**src/rtl/mcp3201_slave_emu_if.sv**
```systemverilog
// MCP3201 SPI pin bundle between the ADC driver (master) and the
// ADC emulator (slave).
// Ports: spi_clk, spi_ncs from master; spi_dout, spi_dout_oe from slave.
interface mcp3201_slave_emu_if;
   logic spi_clk;
   logic spi_ncs;
   logic spi_dout;
   logic spi_dout_oe;

   modport master (
      output spi_clk,
      output spi_ncs,
      input  spi_dout,
      input  spi_dout_oe
   );

   modport slave (
      input  spi_clk,
      input  spi_ncs,
      output spi_dout,
      output spi_dout_oe
   );
endinterface

```
**src/rtl/mcp3201_slave_emu.sv**
```systemverilog
// MCP3201 12-bit ADC responder: oversamples the master's spi_clk/spi_ncs
// on sys_clk and shifts a null bit then hold[11:0] MSB-first.
// Ports: sys_clk, sys_rst_n (async, active low); spi (slave modport:
// spi_clk, spi_ncs in; spi_dout, spi_dout_oe out); sample_data[11:0],
// sample_valid in; busy, frame_done, frame_abort out.
// Option: define MCP3201_LSB_FIRST_EN for the B1..B11 LSB-first tail.
module mcp3201_slave_emu #(
   parameter int SYNC_STAGES = 2
) (
   input  logic               sys_clk,
   input  logic               sys_rst_n,
   mcp3201_slave_emu_if.slave spi,
   input  logic [11:0]        sample_data,
   input  logic               sample_valid,
   output logic               busy,
   output logic               frame_done,
   output logic               frame_abort
);

   typedef enum logic [2:0] {
      S_IDLE,
      S_SAMPLE,
      S_NULL,
      S_MSB,
`ifdef MCP3201_LSB_FIRST_EN
      S_LSB,
`endif
      S_TRAIL
   } state_t;

   // synchronizers; reset to the bus idle levels so a
   // deselected bus never looks like an edge
   logic [SYNC_STAGES-1:0] clk_sync;
   logic [SYNC_STAGES-1:0] ncs_sync;
   logic                   clk_prev;
   logic                   ncs_prev;
   logic                   clk_s;
   logic                   ncs_s;
   logic                   clk_fall;
   logic                   ncs_fall;
   logic                   ncs_rise;

   assign clk_s = clk_sync[SYNC_STAGES-1];
   assign ncs_s = ncs_sync[SYNC_STAGES-1];

   always_ff @(posedge sys_clk or negedge sys_rst_n) begin
      if (!sys_rst_n) begin
         clk_sync <= '0;
         ncs_sync <= '1;
         clk_prev <= 1'b0;
         ncs_prev <= 1'b1;
      end else begin
         clk_sync <= {clk_sync[SYNC_STAGES-2:0],
                      spi.spi_clk};
         ncs_sync <= {ncs_sync[SYNC_STAGES-2:0],
                      spi.spi_ncs};
         clk_prev <= clk_s;
         ncs_prev <= ncs_s;
      end
   end

   assign clk_fall = clk_prev & ~clk_s;
   assign ncs_fall = ncs_prev & ~ncs_s;
   assign ncs_rise = ~ncs_prev & ncs_s;

   // holding register: latest sample_valid wins,
   // even while a frame is being shifted
   logic [11:0] hold;

   always_ff @(posedge sys_clk or negedge sys_rst_n) begin
      if (!sys_rst_n) begin
         hold <= '0;
      end else if (sample_valid) begin
         hold <= sample_data;
      end
   end

   state_t      state;
   state_t      state_n;
   logic [11:0] sreg;
   logic [11:0] sreg_n;
   logic [4:0]  fe_cnt;
   logic [4:0]  fe_n;
   logic        dout_q;
   logic        dout_n;
   logic        oe_q;
   logic        oe_n;
   logic        done_q;
   logic        done_n;
   logic        abort_q;
   logic        abort_n;
   logic [3:0]  bit_idx;

   always_ff @(posedge sys_clk or negedge sys_rst_n) begin
      if (!sys_rst_n) begin
         state   <= S_IDLE;
         sreg    <= '0;
         fe_cnt  <= '0;
         dout_q  <= 1'b0;
         oe_q    <= 1'b0;
         done_q  <= 1'b0;
         abort_q <= 1'b0;
      end else begin
         state   <= state_n;
         sreg    <= sreg_n;
         fe_cnt  <= fe_n;
         dout_q  <= dout_n;
         oe_q    <= oe_n;
         done_q  <= done_n;
         abort_q <= abort_n;
      end
   end

   // fe_cnt holds the number of falling edges seen
   // before the current one, so edge k sees k-1.
   always_comb begin
      state_n = state;
      sreg_n  = sreg;
      fe_n    = fe_cnt;
      dout_n  = dout_q;
      oe_n    = oe_q;
      done_n  = 1'b0;
      abort_n = 1'b0;
      bit_idx = 4'd0;

      if (state != S_IDLE && clk_fall &&
          fe_cnt != 5'd31) begin
         fe_n = fe_cnt + 5'd1;
      end

      unique case (state)
         S_IDLE: begin
            oe_n   = 1'b0;
            dout_n = 1'b0;
            if (ncs_fall) begin
               state_n = S_SAMPLE;
               fe_n    = '0;
            end
         end
         S_SAMPLE: begin
            oe_n = 1'b0;
            if (clk_fall) begin
               state_n = S_NULL;
            end
         end
         S_NULL: begin
            if (clk_fall) begin
               sreg_n  = hold;
               oe_n    = 1'b1;
               dout_n  = 1'b0;
               state_n = S_MSB;
            end
         end
         S_MSB: begin
            if (clk_fall) begin
               // edges 3..14 -> B11..B0
               bit_idx = 4'(5'd13 - fe_cnt);
               dout_n  = sreg[bit_idx];
               if (fe_cnt == 5'd13) begin
`ifdef MCP3201_LSB_FIRST_EN
                  state_n = S_LSB;
`else
                  state_n = S_TRAIL;
`endif
               end
            end
         end
`ifdef MCP3201_LSB_FIRST_EN
         S_LSB: begin
            if (clk_fall) begin
               // edges 15..25 -> B1..B11
               bit_idx = 4'(fe_cnt - 5'd13);
               dout_n  = sreg[bit_idx];
               if (fe_cnt == 5'd24) begin
                  state_n = S_TRAIL;
               end
            end
         end
`endif
         S_TRAIL: begin
            if (clk_fall) begin
               dout_n = 1'b0;
            end
         end
         default: begin
            state_n = S_IDLE;
         end
      endcase

      // deselect wins over any same-cycle clock edge
      if (state != S_IDLE && ncs_rise) begin
         state_n = S_IDLE;
         oe_n    = 1'b0;
         dout_n  = 1'b0;
         if (fe_cnt >= 5'd14) begin
            done_n = 1'b1;
         end else begin
            abort_n = 1'b1;
         end
      end
   end

   assign spi.spi_dout    = dout_q;
   assign spi.spi_dout_oe = oe_q;
   assign busy            = (state != S_IDLE);
   assign frame_done      = done_q;
   assign frame_abort     = abort_q;

endmodule
```
**src/flat_wrapper.sv**
```systemverilog
// flat-port wrapper written by rule: the top's interface ports become plain ports
module mcp3201_slave_emu_flat 
#(
   parameter int SYNC_STAGES = 2
)
  (sys_clk, sys_rst_n, sample_data, sample_valid, busy, frame_done, frame_abort, spi_spi_clk, spi_spi_ncs, spi_spi_dout, spi_spi_dout_oe);
  mcp3201_slave_emu_if spi_i ();
  input  logic sys_clk;
  input  logic sys_rst_n;
  input  logic [11:0] sample_data;
  input  logic sample_valid;
  output logic busy;
  output logic frame_done;
  output logic frame_abort;
  input wire logic [$bits(spi_i.spi_clk)-1:0] spi_spi_clk;
  input wire logic [$bits(spi_i.spi_ncs)-1:0] spi_spi_ncs;
  output wire logic [$bits(spi_i.spi_dout)-1:0] spi_spi_dout;
  output wire logic [$bits(spi_i.spi_dout_oe)-1:0] spi_spi_dout_oe;
  assign spi_i.spi_clk = spi_spi_clk;
  assign spi_i.spi_ncs = spi_spi_ncs;
  assign spi_spi_dout = spi_i.spi_dout;
  assign spi_spi_dout_oe = spi_i.spi_dout_oe;
  mcp3201_slave_emu #(.SYNC_STAGES(SYNC_STAGES)) u_core (.sys_clk(sys_clk), .sys_rst_n(sys_rst_n), .spi(spi_i), .sample_data(sample_data), .sample_valid(sample_valid), .busy(busy), .frame_done(frame_done), .frame_abort(frame_abort));
endmodule
```
**config.mk**
```make
export PLATFORM = sky130hd
export DESIGN_NAME = mcp3201_slave_emu_flat
export DESIGN_NICKNAME = d
export VERILOG_FILES = /design/src/rtl/mcp3201_slave_emu_if.sv /design/src/rtl/mcp3201_slave_emu.sv /design/src/flat_wrapper.sv
export SDC_FILE = /design/constraint.sdc
export NUM_CORES = 1
export LEC_CHECK = 0
export BUFFER_PORTS_ARGS = -buffer_cell sky130_fd_sc_hd__buf_2
export CAP_MARGIN = 20
export CORE_MARGIN = 2
export CORE_UTILIZATION = 45
export CTS_BUF_LIST = sky130_fd_sc_hd__clkbuf_16
export CTS_CLUSTER_SIZE = 14
export DETAILED_ROUTE_END_ITERATION = 8
export GPL_TIMING_DRIVEN = 0
export PLACE_DENSITY = 0.74
export SLEW_MARGIN = 20
export SYNTH_ARGS = -nofsm -noshare
export SYNTH_HDL_FRONTEND = slang
export SYNTH_SLANG_ARGS = --single-unit
```
**constraint.sdc**
```tcl
create_clock -name sys_clk -period 1.9 [get_ports sys_clk]
set_clock_uncertainty 0.05 [all_clocks]
set_input_delay 0.19 -clock sys_clk [delete_from_list [all_inputs] [get_ports sys_clk]]
set_output_delay 0.19 -clock sys_clk [all_outputs]
set_load 0.005 [all_outputs]
```
==> flow_summary.yaml, run 1 <==
status:
  status: "finished, violations left"
  violations: "hold timing"
grt:
  grt_max_degree: 43
  grt-ovfl-total: 0
  grt.total_usage: 0.1627
  grt_pass1_wl_mm: 5.540
  antenna_found_initial: 0
  grt_pass1_vias: 1232
sta:
  tns_ns: 0
  slew-limit-headroom: 0.3954
  period_needed_ns: 1.824
  slew_violations: 0
  fmax_ghz: 0.5483
  hold_slack_ns: -0.009768
  setup_violations: 0
  fin_crit_sh: 0.9600
  max_slew.worst_pin.slew_ns: 0.9070
  rsz0062_at_grt: "no"
  final_hold_viol_count: 6
  setup_ws_ns: 0.07603
floorplanning:
  die_area_um2: 4683
  initial_core_util: 0.4670
  num_rows: 23
  io_pins: 22
  die_w_um: 68.43
  core_um2: 4000
  die_h_um: 68.43
yosys:
  synth_nets: 163
  yosys_register_bits: 42
  yosysSeqAreaShare: 0.5646
  synth_edf_count: 0
  syn_avg_cell_area_um2: 13.25
  synth_cells: 141
  ys_warn_count: 0
  syn_area_um2: 1868
  ys_types: 36
  synthFlopType: "dfrtp_1"
  async_reset_ff_frac: 1.000
worst_setup_path:
  max_stage_delay_ns: 0.40
  cp-start-kind: "flop"
  worstSetupPathType: "flop to flop"
  crit_chain: "ha_2, and3_1, ha_1, nand3b_4, or3_4, a21oi_2"
  cpMaxStageDelayCell: "dfrtp_1"
  path_max_fanout: 6
  ff2ff_setup_slack_ns: 0.08
  critical_path_arrival_ns: 1.98
  crit_path_end_kind: "flop"
  cp.required_ns: 2.05
detailed_routing:
  drtIter0Drc: 95
  first_pass_iters: 5
  vias_per_cell: 5.596
  drc_errors: 0
  wl_per_cell_um: 15.26
  num_vias: 1259
  routed_wl_mm: 3.433
  drt.antenna.violating_nets: 0
final_layout:
  layout_commonest_cell: "dfrtp_1"
  area_growth_pct: 20.63
  fin_nets: 196
  final_cell_mix: "38 x dfrtp_1, 24 x buf_2, 24 x mux2_2, 9 x nand2_1, 9 x nor2_1"
  finalNonFillerCells: 225
  layout-drive-gt1-share: 0.4057
  antennaDiodeCount: 0
power:
  p_total_mw: 3.114
  peakVddDrop_mv: 0.7246
  p_leak_nw: 1.039
  power_density_nw_per_um2: 1382
cts:
  clockBufferDepth: 2
  clk_latency_ns: 0.28
  cts.htree.levels: 2
  clock-root-buffer: "clkbuf_16"
  cts_tree: "done"
  cts.sinks: 42
  clk_pin_slew_ns: 0.06
  cts_made_buffers: 5
placement:
  dp_hpwl_mm: 2.340
  io_buffers: 21
  place_inst: 212
  gp_congestion: 0.7448
  dp_worst_setup_slack_ns: 0.0007427
flow_run:
  maxCapViolations: 0
min_path:
  hold_class: "input port to asynchronous set/reset pin"
## logic make-up after synthesis
kind of cell	Yosys count	share of synthesized area
flops	42	0.5646
xor+xnor	3	0.01407
buf+inv	7	0.02009
fa+ha+maj	5	0.03349
mux	29	0.1916
simple gates	40	0.1239
compound gates	15	0.05225
## state kept, by name (all words and copies together) (netlist names), 2 cells and up
name	flops
u_core.ncs_sync	2
u_core.state	3
u_core.hold	12
u_core.sreg	12
u_core.clk_sync	2
u_core.fe_cnt	5
## routing by layer
metal / share of wire / vias up / track usage
met2: 0.52 / 49 / 0.2692
met3: 0.053 / 10 / 0.05592
met5: 0 / - / 0
met4: 0.014 / 0 / 0.06250
met1: 0.41 / 627 / 0.1940
li1: - / 573 / -
## cells in the mapped netlist, types with 2 or more instances
library cell,number,share of area
nand2_1,9,0.018
ha_1,5,0.033
buf_2,3,0.0080
mux2_2,24,0.14
o21ai_0,2,0.0054
nor2_1,9,0.018
dfstp_2,3,0.042
nand2b_1,2,0.0067
nand4b_1,2,0.0094
nand3_1,3,0.0080
a21oi_1,5,0.013
mux2i_1,2,0.011
or3_1,2,0.0067
inv_1,2,0.0040
and2b_1,2,0.0080
o2111ai_1,2,0.0094
dfrtp_1,39,0.52
and3_1,3,0.010
nand4_1,2,0.0067
xor2_1,2,0.0094
mux4_2,3,0.036
## report_power, final
part / total, mW / switching (mW) / internal (mW)
logic: 0.928 / 0.434 / 0.494
clock network: 0.918 / 0.309 / 0.610
registers: 1.27 / 0.142 / 1.13
total: 3.11 / 0.885 / 2.23
## through the flow
step | utilization | area (µm²)
floorplan | - | 1868
global route | 0.5633 | 2253
CTS | 0.5568 | 2227
global placement | 0.5089 | 2036
finish | 0.5633 | 2253
detailed placement | 0.5089 | 2036
## timing repair
item / CTS / global route
hold buffers: 2 / 0
setup buffers: 1 / 2
resized for setup: 1 / 3
endpoints found under the hold margin: 2 / 0
setup endpoints to repair: 1 / 1
## final timing paths
kind,depth (start not counted),to,start
min in group sys_clk,2,u_core.hold[10],sample_data[10]
max in group asynchronous,1,u_core.fe_cnt[1],sys_rst_n
max reg2reg,6,u_core.fe_cnt[3],u_core.fe_cnt[0]
max,6,u_core.fe_cnt[3],u_core.fe_cnt[0]
min reg2reg,0,u_core.clk_sync[1],u_core.clk_sync[0]
min,1,u_core.spi.spi_dout,sys_rst_n
## cell type report
| class | count | area, µm² |
|---|---|---|
| Buffer | 5 | 30.03 |
| Clock buffer | 5 | 125.1 |
| Clock inverter | 3 | 37.54 |
| Fill cell | 341 | 1747 |
| Inverter | 2 | 7.507 |
| Multi-Input combinational cell | 92 | 787.0 |
| Sequential cell | 42 | 1056 |
| Tap cell | 50 | 62.56 |
| Timing Repair Buffer | 26 | 147.6 |
## worst max-delay path: cells and delay by family, from the launching register on
family                   cells  cell delay (ns)
adder cells (fa/ha/maj)      2             0.39
flip-flops                   1             0.40
AND/OR/NAND/NOR              3             0.78
AO/OA/AOI/OAI                1             0.13
No activity file was read; power rests on OpenSTA's default activity.
==> run 2: changes to the inputs <==
--- a/config.mk
+++ b/config.mk
@@ -5,6 +5,7 @@
 export SDC_FILE = /design/constraint.sdc
 export NUM_CORES = 1
 export LEC_CHECK = 0
+export ABC_AREA = 1
 export BUFFER_PORTS_ARGS = -buffer_cell sky130_fd_sc_hd__buf_2
 export CAP_MARGIN = 20
 export CORE_MARGIN = 2
@@ -13,7 +14,7 @@
 export CTS_CLUSTER_SIZE = 14
 export DETAILED_ROUTE_END_ITERATION = 8
 export GPL_TIMING_DRIVEN = 0
-export PLACE_DENSITY = 0.74
+export PLACE_DENSITY = 0.73
 export SLEW_MARGIN = 20
 export SYNTH_ARGS = -nofsm -noshare
 export SYNTH_HDL_FRONTEND = slang
==> run 2 against run 1 <==
The run still ends with hold timing left. Cell count grew 41%. First-iteration DRC count shrank 52%. Clock-buffer cell count is the same. Sequential cell count is the same. Hold slack lost 0.015 ns. Fmax grew 4.4%. Critical path depth grew 4. Sequential share of layout area shrank 1.6 points.
==> flow_summary.yaml, run 2 <==
min_path:
  hold_class: "input port to asynchronous set/reset pin"
sta:
  rsz0062_at_grt: "no"
  fin_crit_sh: 0.9199
  hold_slack_ns: -0.02466
  slew_violations: 0
  tns_ns: 0
  max_slew.worst_pin.slew_ns: 0.9068
  slew-limit-headroom: 0.3955
  setup_ws_ns: 0.1522
  setup_violations: 0
  final_hold_viol_count: 13
  period_needed_ns: 1.748
  fmax_ghz: 0.5721
placement:
  dp_hpwl_mm: 2.412
  dp_worst_setup_slack_ns: 0.1412
  gp_congestion: 0.8757
  place_area_um2: 2170
  io_buffers: 21
final_layout:
  post-route-util: 0.5391
  fillers: 407
  final_cell_mix: "57 x nand2_1, 39 x dfrtp_1, 32 x inv_1, 24 x buf_2, 19 x o21ai_0"
  area_growth_pct: 16.58
  fin_nets: 286
  layout_commonest_cell: "nand2_1"
  final_cell_area_um2: 2331
  reg_top3: "u_core.hold (12), u_core.sreg (12), u_core.fe_cnt (5)"
  antennaDiodeCount: 0
  layout-drive-gt1-share: 0.2038
grt:
  grt.total_usage: 0.1575
  grt-ovfl-total: 0
  grt_max_degree: 43
  grt_pass1_wl_mm: 6.147
  grt_pass1_vias: 1406
  antenna_found_initial: 0
status:
  violations: "hold timing"
  status: "finished, violations left"
detailed_routing:
  vias_per_cell: 4.653
  routed_wl_mm: 3.296
  drt.antenna.violating_nets: 0
  wl_per_cell_um: 10.40
  first_pass_iters: 4
  drc_errors: 0
  num_vias: 1475
  drtIter0Drc: 46
yosys:
  yosys.area.top_type: "dfrtp_1"
  yosysSeqAreaShare: 0.5275
  synthTopCellsByArea: "dfrtp_1 49%, nand2_1 11%, inv_1 6.0%"
  async_reset_ff_frac: 1.000
  syn_avg_cell_area_um2: 8.545
  synth.cells.most_frequent: "57 x nand2_1, 39 x dfrtp_1, 32 x inv_1, 19 x o21ai_0, 17 x nor2_1"
  ys_types: 28
  yosysMostFrequentCell: "nand2_1"
  synth_edf_count: 0
  synthFlopType: "dfrtp_1"
  syn_area_um2: 1999
  synth_nets: 256
  ys_warn_count: 0
  yosys_register_bits: 42
  synth.top_cell.area_share: 0.4881
  synth_cells: 234
floorplanning:
  io_pins: 22
  die_area_um2: 4992
  die_w_um: 70.66
  num_rows: 24
  initial_core_util: 0.4624
  core_um2: 4324
  die_h_um: 70.66
power:
  p_leak_nw: 1.223
  power_density_nw_per_um2: 1420
  peakVddDrop_mv: 0.6430
  p_total_mw: 3.309
cts:
  cts_made_buffers: 5
  cts_tree: "done"
  cts_hold_buf: 2
  cts_resized: 0
  clk_latency_ns: 0.28
  clk_pin_slew_ns: 0.06
  clock-root-buffer: "clkbuf_16"
  cts.sinks: 42
  post_cts_buffers: 0
  clockBufferDepth: 2
  cts.htree.levels: 2
worst_setup_path:
  critical_path_arrival_ns: 1.91
  path_max_fanout: 7
  crit_path_end_kind: "flop"
  worstSetupPathType: "flop to flop"
  cp.required_ns: 2.06
  cp-start-kind: "flop"
  crit_chain: "ha_1, inv_1, nor2_1, ha_1, nor2_2, nand2_4, nor2_4, xor2_1, inv_1, nor2_1"
  cpMaxStageDelayCell: "dfrtp_1"
  max_stage_delay_ns: 0.45
flow_run:
  maxCapViolations: 0
[run 2: cell types whose count changed after synthesis, moves of 7 or more]
| cell | previous run | this run |
|---|---|---|
| mux2_2 | 24 | 0 |
| nor2_1 | 9 | 17 |
| inv_1 | 2 | 32 |
| nor2_2 | 0 | 7 |
| o21ai_0 | 2 | 19 |
| o21ai_1 | 0 | 12 |
| nand2_1 | 9 | 57 |
[run 2: power by group]
| group | total [mW] | switching [mW] | internal, mW | leakage [nW] |
|---|---|---|---|---|
| combinational | 1.18 | 0.710 | 0.473 | 0.633 |
| clock | 0.797 | 0.318 | 0.478 | 0.0672 |
| sequential | 1.33 | 0.180 | 1.15 | 0.522 |
[run 2: critical path: cells and delay by family, from the launching register on]
kind	cells	cell delay, ns
fa+ha+maj	2	0.39
flops	1	0.45
simple gates	5	0.47
buf+inv	2	0.15
xor+xnor	1	0.15
[run 2: kinds of logic after synthesis]
kind of cell | Yosys count | share of synthesized area
and+or+nand+nor | 104 | 0.2453
xor gates and xnor gates | 3 | 0.01314
buffers and inverters | 40 | 0.07885
AOI/OAI and AO/OA | 40 | 0.1039
adders and majority gates | 5 | 0.03129
DFF | 42 | 0.5275
[run 2: worst paths after layout]
path / cells after the start / slack (ns) / startpoint / to
max: 10 / 0.15 / u_core.fe_cnt[1] / u_core.fe_cnt[2]
min: 1 / -0.02 / sys_rst_n / u_core.spi.spi_dout_oe
max reg2reg: 10 / 0.15 / u_core.fe_cnt[1] / u_core.fe_cnt[2]
min reg2reg: 0 / 0.31 / u_core.ncs_sync[0] / u_core.ncs_sync[1]
max in group asynchronous: 1 / 1.24 / sys_rst_n / u_core.sreg[8]
min in group sys_clk: 3 / 0.06 / sample_data[10] / u_core.hold[10]
[run 2: area by class of cell]
cell class	instances	area [µm²]	area share
tap	52	65.06	0.02791
timing repair buffer	23	125.1	0.05368
clock buffer	5	125.1	0.05368
multi-input combinational	152	787.0	0.3376
clock inverter	3	16.27	0.006978
sequential	42	1055	0.4525
buffer	6	30.03	0.01288
inverter	34	127.6	0.05475
[run 2: layer usage]
layer | part of all wire | vias up | GRT usage
met4 | 0.018 | 0 | 0.06289
met1 | 0.48 | 655 | 0.2009
met2 | 0.46 | 25 | 0.2568
met3 | 0.040 | 4 | 0.04274
li1 | - | 791 | -
met5 | 0 | - | 0
[run 2: stage by stage]
stage	hold slack, ns	std cells
2_1_floorplan	-0.1556	234
3_3_place_gp	0.2478	307
3_5_place_dp	0.2483	307
4_1_cts	0.02813	317
5_1_grt	0.06951	317
6_report	-0.02466	317
